## src/rtl/integer_muldiv_execute.sv

```systemverilog
// integer_muldiv_execute
//   Iterative RV32M multiply/divide unit. Accepts one operation at a time,
//   computes it bit-serially in WIDTH iterations, and holds the tagged result
//   on a back-pressurable writeback port until it is consumed.
//
// Ports
//   clk          clock, rising edge
//   rst_aL       asynchronous active-low reset
//   issue_valid  operation offered          issue_ready  unit idle, can accept
//   src1, src2   operands                   funct3       RV32M op select
//   rob_id       tag of offered op          flush        squash in-flight op
//   wb_valid     result available           wb_ready     consumer accepts
//   wb_rob_id    tag of result              wb_data      result
//
// State | meaning
// IDLE  | waiting for an operation; issue_ready high
// BUSY  | one multiply/divide iteration per cycle, counter counts down
// DONE  | result held on writeback port until wb_ready
module integer_muldiv_execute #(
    parameter int WIDTH        = 32,
    parameter int ROB_ID_WIDTH = 5
) (
    input  logic                    clk,
    input  logic                    rst_aL,
    input  logic                    issue_valid,
    output logic                    issue_ready,
    input  logic [WIDTH-1:0]        src1,
    input  logic [WIDTH-1:0]        src2,
    input  logic [2:0]              funct3,
    input  logic [ROB_ID_WIDTH-1:0] rob_id,
    input  logic                    flush,
    output logic                    wb_valid,
    input  logic                    wb_ready,
    output logic [ROB_ID_WIDTH-1:0] wb_rob_id,
    output logic [WIDTH-1:0]        wb_data
);
    localparam int CW = $clog2(WIDTH + 1);
    localparam logic [CW-1:0]    CNT_INIT = CW'(WIDTH);
    localparam logic [WIDTH-1:0] MIN_NEG  = {1'b1, {(WIDTH-1){1'b0}}};

    typedef enum logic [1:0] {IDLE, BUSY, DONE} state_t;

    state_t state, state_nxt;

    logic [CW-1:0]           cnt;
    logic [2:0]              op_f;
    logic [ROB_ID_WIDTH-1:0] tag;
    logic                    neg_res;
    logic [WIDTH-1:0]        acc_hi;    // product high half / partial remainder
    logic [WIDTH-1:0]        acc_lo;    // multiplier / dividend shifting into quotient
    logic [WIDTH-1:0]        opnd;      // multiplicand / divisor

    // accept-side decode
    logic             accept, signed1, signed2, s1_neg, s2_neg;
    logic             by_zero, ovf, special, neg_in;
    logic [WIDTH-1:0] abs1, abs2, special_res;

    always_comb begin
        accept  = (state == IDLE) && issue_valid && !flush;
        signed1 = (funct3 == 3'b001) || (funct3 == 3'b010) ||
                  (funct3 == 3'b100) || (funct3 == 3'b110);
        signed2 = (funct3 == 3'b001) || (funct3 == 3'b100) || (funct3 == 3'b110);
        s1_neg  = signed1 && src1[WIDTH-1];
        s2_neg  = signed2 && src2[WIDTH-1];
        abs1    = s1_neg ? -src1 : src1;
        abs2    = s2_neg ? -src2 : src2;
        by_zero = (src2 == '0);
        ovf     = !funct3[0] && (src1 == MIN_NEG) && (src2 == '1);
        special = funct3[2] && (by_zero || ovf);
        if (by_zero)
            special_res = funct3[1] ? src1 : '1;
        else
            special_res = funct3[1] ? '0 : src1;
        // rem/mulhsu take only the dividend/src1 sign; mul low half is sign-agnostic
        case (funct3)
            3'b001, 3'b100: neg_in = s1_neg ^ s2_neg;
            3'b010, 3'b110: neg_in = s1_neg;
            default:        neg_in = 1'b0;
        endcase
    end

    // one iteration step and final sign fix
    logic [WIDTH:0]     mul_sum, div_shift;
    logic [WIDTH-1:0]   div_sub, nxt_hi, nxt_lo, q_fix, r_fix, final_res;
    logic               div_ge;
    logic [2*WIDTH-1:0] prod, prod_fix;

    always_comb begin
        mul_sum   = {1'b0, acc_hi} + {1'b0, (acc_lo[0] ? opnd : '0)};
        div_shift = {acc_hi, acc_lo[WIDTH-1]};
        div_ge    = (div_shift >= {1'b0, opnd});
        // remainder stays below the divisor, so a WIDTH-bit difference is exact
        div_sub   = div_shift[WIDTH-1:0] - opnd;
        if (op_f[2]) begin
            nxt_hi = div_ge ? div_sub : div_shift[WIDTH-1:0];
            nxt_lo = {acc_lo[WIDTH-2:0], div_ge};
        end else begin
            nxt_hi = mul_sum[WIDTH:1];
            nxt_lo = {mul_sum[0], acc_lo[WIDTH-1:1]};
        end
        prod     = {nxt_hi, nxt_lo};
        prod_fix = neg_res ? -prod : prod;
        q_fix    = neg_res ? -nxt_lo : nxt_lo;
        r_fix    = neg_res ? -nxt_hi : nxt_hi;
        case (op_f)
            3'b000:                 final_res = prod_fix[WIDTH-1:0];
            3'b001, 3'b010, 3'b011: final_res = prod_fix[2*WIDTH-1:WIDTH];
            3'b100, 3'b101:         final_res = q_fix;
            default:                final_res = r_fix;
        endcase
    end

    always_ff @(posedge clk or negedge rst_aL) begin
        if (!rst_aL) state <= IDLE;
        else         state <= state_nxt;
    end

    always_comb begin
        state_nxt = state;
        case (state)
            IDLE: if (accept) state_nxt = special ? DONE : BUSY;
            BUSY: if (flush) state_nxt = IDLE;
                  else if (cnt == CW'(1)) state_nxt = DONE;
            DONE: if (flush || wb_ready) state_nxt = IDLE;
            default: state_nxt = IDLE;
        endcase
    end

    always_ff @(posedge clk or negedge rst_aL) begin
        if (!rst_aL) begin
            cnt       <= '0;
            op_f      <= '0;
            tag       <= '0;
            neg_res   <= 1'b0;
            acc_hi    <= '0;
            acc_lo    <= '0;
            opnd      <= '0;
            wb_data   <= '0;
            wb_rob_id <= '0;
        end else if (accept) begin
            op_f    <= funct3;
            tag     <= rob_id;
            neg_res <= neg_in;
            acc_hi  <= '0;
            acc_lo  <= funct3[2] ? abs1 : abs2;
            opnd    <= funct3[2] ? abs2 : abs1;
            cnt     <= special ? '0 : CNT_INIT;
            if (special) begin
                wb_data   <= special_res;
                wb_rob_id <= rob_id;
            end
        end else if (state == BUSY) begin
            if (flush) begin
                cnt <= '0;
            end else begin
                cnt    <= cnt - CW'(1);
                acc_hi <= nxt_hi;
                acc_lo <= nxt_lo;
                if (cnt == CW'(1)) begin
                    wb_data   <= final_res;
                    wb_rob_id <= tag;
                end
            end
        end
    end

    assign issue_ready = (state == IDLE);
    assign wb_valid    = (state == DONE);
endmodule
```

## config.mk

```make
export PLATFORM = sky130hd
export DESIGN_NAME = integer_muldiv_execute
export DESIGN_NICKNAME = d
export VERILOG_FILES = /design/src/rtl/integer_muldiv_execute.sv
export SDC_FILE = /design/constraint.sdc
export NUM_CORES = 1
export LEC_CHECK = 0
export ABC_AREA = 1
export CAP_MARGIN = 40
export CORE_UTILIZATION = 25
export DETAILED_ROUTE_END_ITERATION = 8
export GPL_TIMING_DRIVEN = 0
export PLACE_DENSITY = 0.45
export SLEW_MARGIN = 20
export SYNTH_ARGS = -nofsm -noshare
export SYNTH_HDL_FRONTEND = slang
export SYNTH_SLANG_ARGS = --single-unit
```

## constraint.sdc

```tcl
create_clock -name clk -period 4.1 [get_ports clk]
set_input_delay 0.615 -clock clk [delete_from_list [all_inputs] [get_ports clk]]
set_output_delay 0.615 -clock clk [all_outputs]
set_load 0.02 [all_outputs]
```

# Word-level counts from Yosys, hierarchy flattened
# Cells that the tools add are included.
# totals
ff_bits	150
wordCells	109
out_inout_bits	39
in_bits	77
# classes
muxes	42
magnitude_cmp	1
n_bitwise	1
n_reduce_logical	28
eq_ne	19
add_sub_neg	8
# ops
operator	count
$mux 32	24
$neg 32->32	4
$pmux 32 s3	1
$eq 32x32->1 const B	2
$mux 64	1
$neg 64->64	1
$add 32x32->33	1
$ge 33x32->1	1
$logic_not 32->1	1
$sub 32x32->32	1
$mux 5	5
$mux 6	4
$eq 3x3->1 const B	4
$mux 2	5
$eq 3x2->1 const B	3
$ne 2x1->1 const B	4
$logic_and 1x1->1	7
$logic_or 1x1->1	7
$eq 3x1->1 const B	2
$eq 6x1->1 const B	1
$pmux 2 s3	1
$reduce_or 2->1	3
$sub 6x1->6 const B	1
$reduce_and 4->1	1
other kinds (12)	14

# Logic depth before layout (Yosys ltp)
# depth
depth_word	10
mapped_depth	36
mapped_depth_nobuf	34

# Worst setup path before layout
# No wires, ideal clock.
# synth_timing
kind	reg-to-reg
from	reg acc_hi[1]
to	reg wb_data[30]
stages_incl_launch_ff	36
n_path_buf	2
slack_ns	0.395
required_ns	4.023
setup_ns	0.077
arrival_ns	3.627
synth_period_minus_slack_ns	3.705
path_cell_list	dfrtp_1 > ha_1 > buf_4 > nand2_2 > nand2_2 > nand2_2 > nand2_1 > nand2_1 > nand3_2 > nand2_2 > nand2_4 > nand2_4 > nand2_4 > buf_12 > o21ai_4 > ha_1 > inv_1 > nor2_1 > nand2_1 > nor2_1 > nand2_1 > nor2_1 > nand2_1 > nor2_2 > nand2_1 > nand2_1 > o21ai_2 > inv_1 > nand2_1 > nor2_2 > nand2_1 > nand2_1 > nand3_1 > nand3_1 > nand2_1 > a21oi_1
# synth_via
elab_chain_cells	10
elab_cells_between_ends	17
classes_between	add/sub: 5; order compare: 1; mux: 11
# synth_lines
element	line_no	rtl
from (decl)	49	logic [WIDTH-1:0] acc_hi;
from (signal assigned)	157	acc_hi <= nxt_hi;
$sub 32x32->32 / $ge 33x32->1 (equally long branches)	93, 91	
$mux 32	95	nxt_hi = div_ge ? div_sub : div_shift[WIDTH-1:0];
$mux 32	94	if (op_f[2]) begin
$neg 64->64 / $neg 32->32 (equally long branches)	102, 104	
$mux 64 / $mux 32 (equally long branches)	102, 104	
$pmux 32 s3 (*)	105	case (op_f)
$mux 32 (*)	159	if (cnt == CW'(1)) begin
$mux 32 (*)	153	if (flush) begin
$mux 32 (*)	152	end else if (state == BUSY) begin
$mux 32 (*)	140	end else if (accept) begin
to (signal assigned)	149	wb_data <= special_res;
to (signal assigned)	160	wb_data <= final_res;
to (decl)	35	output logic [WIDTH-1:0] wb_data
# Every way passes the cells marked *; elsewhere a longest branch is shown, timed or not. The select of a mux whose other input is x is not followed.
# A chain may end at the register's enable or synchronous reset.

# Final worst setup path
# layout_timing
from	reg opnd[31]
to	reg wb_data[30]
# layout_via
elab_chain_cells	10
elab_cells_between_ends	17
classes_between	add/sub: 4; order compare: 1; mux: 12
# layout_lines
element	line_no	rtl
from (decl)	51	logic [WIDTH-1:0] opnd;
from (signal assigned)	146	opnd <= funct3[2] ? abs2 : abs1;
$mux 32 / $ge 33x32->1 (equally long branches)	89, 91	
$add 32x32->33 / $mux 32 (equally long branches)	89, 95	
$mux 32	94	
$neg 64->64 / $neg 32->32 (equally long branches)	102, 104	
$mux 64 / $mux 32 (equally long branches)	102, 104	
$pmux 32 s3 (*)	105	
$mux 32 (*)	159	
$mux 32 (*)	153	
$mux 32 (*)	152	
$mux 32 (*)	140	
# Marks and branches as above.

==> out/qor.txt <==
CP arrival: 4540 ps
gr usage total: 26.4%
share of cells above drive strength 1: 15.7%
Avg Vias per Cell: 5.16
clk_lat worst skew: 480 ps
post-synth cell types: 55
Routed Antenna Nets: 0
vias in the first global route: 20800
post-synth top area cell: dfrtp_1
Ports: 116
dominant synthesized flop cell: dfrtp_1
leakage: 11.1 nW
final hold vios: 0
FF+latch count, synth: 150
fmax: 0.242 GHz
WL per Instance: 22.9 microns
Pre-Repair DR Iteration Count: 6
top cells by count, synth: 924 x nand2_1, 441 x inv_1, 338 x nor2_1, 261 x nand3_1, 214 x o21ai_0
Synth area leaders: dfrtp_1 21%, nand2_1 19%, inv_1 9.0%, nand3_1 7.1%, nor2_1 6.9%
Root Buffer: clkbuf_16
DRC: 0
final core occ: 32.3%
max_slew headroom: 39.6%
global-route wire length before repair: 142 mm
Synth Cell Area: 18300 sq um
worst vdd ir: 484 uV
WP data required: 4500 ps
max cap viols: 0
Reg-to-Reg Start: opnd[31]
Worst Setup End Kind: flip-flop
register area share after synthesis: 20.5%
number of port buffers: 114
failing checks: setup timing
Yosys top cell area share: 20.5%
Clock Skew: 20.4 ps
antenna violations before repair: 2
initial core utilization: 25.4%
final worst slack: -36.7 ps
count leader, synth: nand2_1
warnings from Yosys: 0
crit-path max FO: 4
die area: 74300 sq um
CP Buf/Inv Count: 6
Total Wirelength: 99.7 mm
clk buf depth: 2
setup violators final: 2
Setup crit start kind: flip-flop
crit path kind: flip-flop to flip-flop
Layout area overhead: 26.9%
Num CTS Buffers: 17
Pwr Density: 908 nW/um^2
crit path max-delay cell type: dfrtp_1
status: finished with violations
Post-synth EDFFs: 0
fin. max-slew vios: 0
Post-DP HPWL: 80.5 mm
Die X: 273 microns
site row count: 98
DR iter-0 viols: 2464
Tcrit/Tclk final: 101%
syn_area_per_cell: 5.78 sq um
Antenna diodes: 0
final net count: 3540
Worst Hold Class: input port to async pin
r2r setup slk: -40 ps
vias post-DR: 22500
gate count of the mapped netlist: 3167
slowest stage delay, CP: 420 ps
H-tree depth: 4
Slew @ Worst Pin: 896 ps
CTS sink count: 150
CTS Hold Bufs: 0
total gr overflow: 0
R2R depth: 32
CP top delay family: simple AND/OR/NAND/NOR gates
vertical die dimension: 273 microns
fillers: 8208
Final min period: 4140 ps
unrepaired setup endpoints after global routing: yes
Core Box Area: 72000 sq um
reg2reg end: wb_data[30]
syn_nets: 3317
pin count of the biggest net entering global routing: 89
clk slew on worst S/H paths: 80 ps
CTS tree: done
hold slack: 63.5 ps
Async SR Flop Fraction: 100%
GP Congestion: 0.992
-- repair_timing --
item	4_1_cts	5_1_grt
buffers inserted	56	26
gates resized for setup	197	178
setup endpoints to repair	40	35
pin swaps	48	49
endpoints found under the hold margin	0	0
-- where the power goes --
part           total, mW  switching, mW  internal (mW)
clock network       1.61          0.745          0.866
logic               16.6           11.3           5.30
registers           2.89          0.778           2.11
total               21.1           12.8           8.28
-- worst max path at each step --
stage	startpoint	to	slack, ps	cells after the start
after floorplan	acc_hi[1]	wb_data[30]	400	35
after global placement	rst_aL	acc_hi[29]	-4440	1
after detailed placement	opnd[26]	wb_data[6]	-1210	30
after CTS	opnd[26]	wb_data[24]	-100	29
after global routing	opnd[22]	wb_data[30]	-210	33
final	opnd[31]	wb_data[30]	-40	32
-- worst register-to-register path: cells and delay by family, from the launching register on --
kind / cells / cell delay (ps)
compound gates: 4 / 540
fa+ha+maj: 2 / 470
buf+inv: 6 / 700
flops: 1 / 420
simple gates: 20 / 1950
-- routing by layer --
metal  track usage (%)  up-vias  wire length, microns
met5             0.128        -                     0
met4              11.7        0                  4620
met3              4.95      160                  8180
met2              39.9      924                 42800
met1              36.2    10700                 44100
li1                  -    10700                     -
-- through the flow --
stage	setup WS (ps)	area, sq um	cells	power (mW)	TNS, ps
final	-36.7	23200	4353	21.1	-47.5
after global routing	-213	23200	4353	22.5	-1530
after CTS	-105	22400	4324	19.9	-446
after detailed placement	-1210	20700	4238	17.0	-28360
after global placement	-4440	20600	4231	17.0	-703760
after floorplan	395	18300	3167	11.6	0
-- cell families (layout without fill, tap and decap cells) --
family / after synthesis / after routing / synth area share [%]
flip-flops: 150 / 150 / 20.5
AND/OR/NAND/NOR: 1725 / 1725 / 40.4
buffers and inverters: 575 / 811 / 12.4
XOR/XNOR: 91 / 91 / 4.35
adder cells (fa/ha/maj): 73 / 73 / 5.07
AO/OA/AOI/OAI: 553 / 553 / 17.3
-- final cells by class --
cell class	instances	area (sq um)	area share [%]
Timing Repair Buffer	205	1870	8.05
Tap cell	950	1190	5.12
Multi-Input combinational cell	2442	13500	58.0
Buffer	116	583	2.51
Clock buffer	22	494	2.13
Inverter	458	1730	7.46
Clock inverter	10	86.3	0.372
Sequential cell	150	3790	16.3
-- cells in the final DEF, fill, tap and decap left out, drive strengths merged, types with 4 or more instances in the layout --
| cell type | Yosys | layout |
|---|---|---|
| o21bai | 7 | 7 |
| clkdlybuf4s50 | 0 | 112 |
| clkbuf | 79 | 102 |
| a221oi | 9 | 9 |
| nor4 | 8 | 8 |
| nor3 | 32 | 32 |
| nand4 | 58 | 58 |
| a21oi | 188 | 188 |
| nor2 | 359 | 359 |
| o21a | 5 | 5 |
| o22ai | 21 | 21 |
| o21ai | 234 | 234 |
| nand3b | 11 | 11 |
| a21o | 4 | 4 |
| ha | 71 | 71 |
| clkinv | 8 | 11 |
| nand2 | 960 | 960 |
| xor2 | 67 | 67 |
| xnor2 | 24 | 24 |
| buf | 38 | 128 |
| inv | 450 | 454 |
| nand3 | 270 | 270 |
| o221ai | 24 | 24 |
| dfrtp | 150 | 150 |
| and2 | 7 | 7 |
| a31oi | 11 | 11 |
| o211ai | 18 | 18 |
| o31ai | 5 | 5 |
| or2 | 16 | 16 |
| a22oi | 22 | 22 |
-- state kept, by name, summed over array words and instances, names as in the netlist --
register   flops
wb_rob_id      5
cnt            6
wb_data       32
opnd          32
acc_hi        32
op_f           3
neg_res        1
state          2
tag            5
acc_lo        32
(Power assumes the default switching activity.)
